===== src/rtl/decode_execute_latch.sv =====
// decode_execute_latch: ID/EX pipeline register.
// Latches the decoded instruction and its register-file operands. Produces
// forwarded execute operands from EX/MEM and MEM/WB, and inserts a single
// bubble on a load-use hazard. The register file writes on the falling edge,
// so a same-cycle WB write is already present in id_rdat1/2 and is not
// forwarded here.
module decode_execute_latch #(
    parameter int DW = 32,
    parameter int RW = 5,
    parameter int CW = 16
) (
    input  logic          CLK,
    input  logic          RST,
    input  logic          id_valid,
    input  logic [RW-1:0] id_rs,
    input  logic [RW-1:0] id_rt,
    input  logic [DW-1:0] id_rdat1,
    input  logic [DW-1:0] id_rdat2,
    input  logic [DW-1:0] id_imm,
    input  logic [RW-1:0] id_wsel,
    input  logic          id_wen,
    input  logic          id_memread,
    input  logic [CW-1:0] id_ctrl,
    input  logic [RW-1:0] exmem_wsel,
    input  logic          exmem_wen,
    input  logic          exmem_memread,
    input  logic [DW-1:0] exmem_result,
    input  logic [RW-1:0] memwb_wsel,
    input  logic          memwb_wen,
    input  logic [DW-1:0] memwb_wdat,
    input  logic          flush,
    input  logic          ex_hold,
    output logic          stall_id,
    output logic          ex_valid,
    output logic          ex_wen,
    output logic          ex_memread,
    output logic [RW-1:0] ex_wsel,
    output logic [RW-1:0] ex_rs,
    output logic [RW-1:0] ex_rt,
    output logic [DW-1:0] ex_imm,
    output logic [CW-1:0] ex_ctrl,
    output logic [DW-1:0] ex_opA,
    output logic [DW-1:0] ex_opB
);

    // Operands as captured from the register file (or refreshed during a hold).
    logic [DW-1:0] rdat1_q;
    logic [DW-1:0] rdat2_q;
    logic          lu;

    // Select the newest in-flight value for a source register. $0 is never
    // forwarded, and a load in MEM has no data yet so it is skipped.
    function automatic logic [DW-1:0] fwd_sel(
        input logic [RW-1:0] src,
        input logic [DW-1:0] stored,
        input logic [RW-1:0] mem_wsel,
        input logic          mem_wen,
        input logic          mem_rd,
        input logic [DW-1:0] mem_res,
        input logic [RW-1:0] wb_wsel,
        input logic          wb_wen,
        input logic [DW-1:0] wb_dat
    );
        logic [DW-1:0] r;
        r = stored;
        if (src != '0) begin
            if (mem_wen && !mem_rd && (mem_wsel == src)) begin
                r = mem_res;
            end else if (wb_wen && (wb_wsel == src)) begin
                r = wb_dat;
            end
        end
        return r;
    endfunction

    // Load in EX whose destination is read by the instruction in decode.
    always_comb begin
        lu = ex_valid && ex_memread && (ex_wsel != '0) && id_valid &&
             ((ex_wsel == id_rs) || (ex_wsel == id_rt));
    end

    // Decode must hold on a hazard bubble or whenever EX is frozen.
    always_comb begin
        stall_id = lu || ex_hold;
    end

    // Forwarded execute operands.
    always_comb begin
        ex_opA = fwd_sel(ex_rs, rdat1_q, exmem_wsel, exmem_wen, exmem_memread,
                         exmem_result, memwb_wsel, memwb_wen, memwb_wdat);
        ex_opB = fwd_sel(ex_rt, rdat2_q, exmem_wsel, exmem_wen, exmem_memread,
                         exmem_result, memwb_wsel, memwb_wen, memwb_wdat);
    end

    // Pipeline register update: flush > hold > load-use bubble > capture.
    always_ff @(posedge CLK or posedge RST) begin
        if (RST) begin
            ex_valid   <= 1'b0;
            ex_wen     <= 1'b0;
            ex_memread <= 1'b0;
            ex_wsel    <= '0;
            ex_rs      <= '0;
            ex_rt      <= '0;
            ex_imm     <= '0;
            ex_ctrl    <= '0;
            rdat1_q    <= '0;
            rdat2_q    <= '0;
        end else if (flush || (lu && !ex_hold)) begin
            ex_valid   <= 1'b0;
            ex_wen     <= 1'b0;
            ex_memread <= 1'b0;
            ex_wsel    <= '0;
            ex_rs      <= '0;
            ex_rt      <= '0;
            ex_imm     <= '0;
            ex_ctrl    <= '0;
            rdat1_q    <= '0;
            rdat2_q    <= '0;
        end else if (ex_hold) begin
            // Keep a forwarded value alive after its producer retires.
            rdat1_q <= ex_opA;
            rdat2_q <= ex_opB;
        end else begin
            ex_valid   <= id_valid;
            ex_wen     <= id_wen && id_valid;
            ex_memread <= id_memread && id_valid;
            ex_wsel    <= id_wsel;
            ex_rs      <= id_rs;
            ex_rt      <= id_rt;
            ex_imm     <= id_imm;
            ex_ctrl    <= id_ctrl;
            rdat1_q    <= id_rdat1;
            rdat2_q    <= id_rdat2;
        end
    end

endmodule


===== config.mk =====
export PLATFORM = sky130hd
export DESIGN_NAME = decode_execute_latch
export DESIGN_NICKNAME = d
export VERILOG_FILES = /design/src/rtl/decode_execute_latch.sv
export SDC_FILE = /design/constraint.sdc
export NUM_CORES = 1
export LEC_CHECK = 0
export ABC_AREA = 0
export ABC_CLOCK_PERIOD_IN_PS = 4500
export BUFFER_PORTS_ARGS = -buffer_cell sky130_fd_sc_hd__buf_2
export CAP_MARGIN = 30
export CELL_PAD_IN_SITES_DETAIL_PLACEMENT = 0
export CELL_PAD_IN_SITES_GLOBAL_PLACEMENT = 1
export CORE_MARGIN = 2
export CORE_UTILIZATION = 35
export CTS_BUF_LIST = sky130_fd_sc_hd__clkbuf_8
export CTS_CLUSTER_DIAMETER = 80
export DETAILED_ROUTE_END_ITERATION = 6
export PLACE_DENSITY = 0.87
export SLEW_MARGIN = 20
export SYNTH_ARGS = -nofsm -noshare
export SYNTH_HDL_FRONTEND = slang
export SYNTH_SLANG_ARGS = --single-unit

===== constraint.sdc =====
create_clock -name CLK -period 4.5 [get_ports CLK]
set_input_delay 0.675 -clock CLK [delete_from_list [all_inputs] [get_ports CLK]]
set_output_delay 0.675 -clock CLK [all_outputs]
set_load 0.1 [all_outputs]

==> metrics <==
Post-Syn Area=7540 sq um; via count=7971; peak supply drop=207 uV; clock skew=between 0.01 and 0.015 ns; initial detailed-routing violation count=638; number of global-route vias before repair=7738; Crit Path Class=flop to primary output; IO Port Bufs=341; layout cells sized above 1=37.0%; nets=~1300; clock-pin slew on the worst setup and hold paths=0.10 ns; post-synthesis net count=1048; complex-gate fraction of the synthesized area=32.2%; sequential share of the synthesized area=43.2%; Num CTS Buffers=17; share of Yosys cell area claimed by the top area cell type=a little over two fifths; Finished Core Util=48.9%; grt ovf=0; Min Clock Period, post-route=3.80 ns; worst r2r dst=ex_ctrl[15]; Synth cell types=48; post-synthesis simple-gate area fraction=15.0%; clk root buf=clkbuf_8; critical path required time=3.83 ns; hpwl dp=22700 um; chip width=151 um; CP endpoint kind=primary output; unrepaired setup endpoints after global routing=no; outcome=finished, final reports clean; Synth Instances=837; Worst Max-Slew Pin Slew=0.841 ns; CP Launch Type=flop; total track usage=26.5%; Die Y-Extent=151 um; clock latency on the worst-skew pair=0.45 ns; first-pass GRT wire length=45400 um; hold_buf cts=0; Adder-Cell Fraction of Synth Area=0%; period utilisation layout=between 80% and 90%; CP peak stage delay=0.71 ns; RR Startpoint=ex_wsel[1]; Final ANT Viol Nets=0; reg-to-reg setup timing slack=1.90 ns; commonest cells in the netlist=dfrtp_1, nand2_1, nor2_1; worst reg2reg path depth=5; row count=53; Top FF cell, synth=dfrtp_1; WP buf/inv=1; Syn Area/Cell=9.01 sq um; FF+latch count, synth=130; # resized after CTS=0; Synth-to-Final Area Change=36.8%; # fillers=just over 2000; xor and xnor area share after synthesis=around 3.5%; most frequent cell after synthesis=dfrtp_1; P_leak=5.13 nW; io pins=342; YS warnings=0; largest net degree at the start of global routing=95; cell taking the most area after synthesis=dfrtp_1; post-CTS setup buffers=0; CTS tree=built; maximum operating frequency=263 MHz; CP Cell Sequence=xnor2_1, nand4_2, a211oi_4, a22oi_1, o21ai_1, buf_2; setup TNS=0 ns; DP Worst Slack=approximately 0.78 ns; vias per std cell=between 5 and 6; worst setup margin=0.696 ns; HP Class=input port to asynchronous set/reset pin; Total Wirelength=between 30000 and 40000 um; Max Slew Vio Count=0; slowest CP cell=a211oi_4; initial antenna violation count=10; Rel. slew slack=43.9%; mux contribution to synthesized area=0%; # clock sinks=130; Remaining DRCs=0; starting density of the core=between 30% and 40%; final setup violating endpoints=0; Max Cap Viol=0; CP Data Arrival Time=roughly 3.1 ns; Post-synth EDFFs=0; P per Cell Area=349 nW/um^2; Synth async-reset ratio=100%; main combinational cell family by area after synthesis=compound AO/OA/AOI/OAI gates; CP delay by family, top=compound AO/OA/AOI/OAI gates; crit-path max FO=16; Max clock buf depth=2; Fin. Hold Viols=0; core area=21100 sq um; RD Place Congestion=0.936; die footprint=around 23000 sq um; first drt pass iteration count=5; CTS HTree Levels=4; WL per Instance=between 20 and 25 um; top cells by area, synth=dfrtp_1, nand2_1, a22o_1
-- cell families (layout without fill, tap and decap cells) --
family | Yosys count | count (layout)
AOI/OAI and AO/OA | 321 | 321
and+or+nand+nor | 249 | 249
DFF | 130 | 130
buffers and inverters | 107 | 417
xor gates and xnor gates | 30 | 30
other | 0 | 9
-- registers in the layout (all words and copies together) (netlist names) --
| signal | flops |
|---|---|
| ex_ctrl | 16 |
| ex_wsel | 5 |
| rdat1_q | 32 |
| ex_wen | 1 |
| ex_valid | 1 |
| ex_memread | 1 |
| ex_rt | 5 |
| ex_rs | 5 |
| ex_imm | 32 |
| rdat2_q | 32 |
-- report_power, final --
part           total (W)  internal (W)  switching [W]
Combinational    0.00128      0.000313       0.000968
Sequential       0.00128       0.00124      0.0000431
Clock            0.00104      0.000466       0.000577
Total            0.00360       0.00202        0.00159
-- layout make-up --
cell class | count | area, sq um | share of cell area (%)
inverters | 25 | 98.8 | 0.959
clock buffers | 17 | 234 | 2.27
clock inverters | 15 | 164 | 1.59
repair buffers | 360 | 2340 | 22.7
flip-flops and latches | 130 | 3250 | 31.6
diodes | 9 | 22.5 | 0.218
well taps | 275 | 344 | 3.34
multi-input cells | 600 | 3860 | 37.4
-- routing by layer --
| metal | vias to the layer above | track usage, % | part of all wire, % |
|---|---|---|---|
| met2 | 353 | 40.6 | 46 |
| met4 | 2 | 10.1 | 3.0 |
| li1 | 3739 | - | - |
| met5 | - | 0 | 0.052 |
| met3 | 45 | 3.82 | 6.6 |
| met1 | 3832 | 37.8 | 45 |
-- worst max path at each step --
stage	from	to	depth (start not counted)
5_1_grt	ex_rs[2]	ex_opA[12]	7
2_1_floorplan	ex_rt[2]	ex_opB[15]	7
6_report	ex_rs[2]	ex_opA[21]	6
3_3_place_gp	exmem_memread	ex_opB[7]	8
4_1_cts	ex_rs[2]	ex_opA[12]	7
3_5_place_dp	exmem_memread	ex_opB[17]	8
-- per-stage QoR --
stage          total power, W  instances  hold slack, ns  cell area [sq um]
2_1_floorplan         0.00219        837           0.529               7540
3_3_place_gp          0.00257       1388           0.459               9860
3_5_place_dp          0.00258       1390           0.475               9890
4_1_cts               0.00363       1422           0.410              10300
5_1_grt               0.00374       1431           0.415              10300
6_report              0.00360       1431           0.397              10300
-- cell usage in the layout (no fill, tap or decap), types with 5 or more instances in the layout --
| cell | count |
|---|---|
| clkbuf_8 | 17 |
| inv_1 | 24 |
| diode_2 | 9 |
| o32ai_1 | 5 |
| o21ai_1 | 49 |
| inv_8 | 6 |
| a311oi_1 | 28 |
| o21ai_0 | 19 |
| o31ai_1 | 26 |
| o2bb2ai_1 | 26 |
| nor2_1 | 67 |
| a21oi_1 | 30 |
| nand3_1 | 7 |
| nand2b_1 | 6 |
| a22oi_1 | 9 |
| xnor2_1 | 15 |
| inv_6 | 5 |
| and3_1 | 24 |
| nand2_1 | 92 |
| a211oi_1 | 16 |
| a2111oi_2 | 20 |
| dfrtp_1 | 130 |
| a22o_1 | 35 |
| nor3_1 | 34 |
| buf_12 | 32 |
| o22ai_1 | 32 |
| a2bb2oi_1 | 6 |
| xor2_1 | 15 |
| buf_2 | 311 |
| buf_4 | 15 |
(Power assumes the default switching activity.)
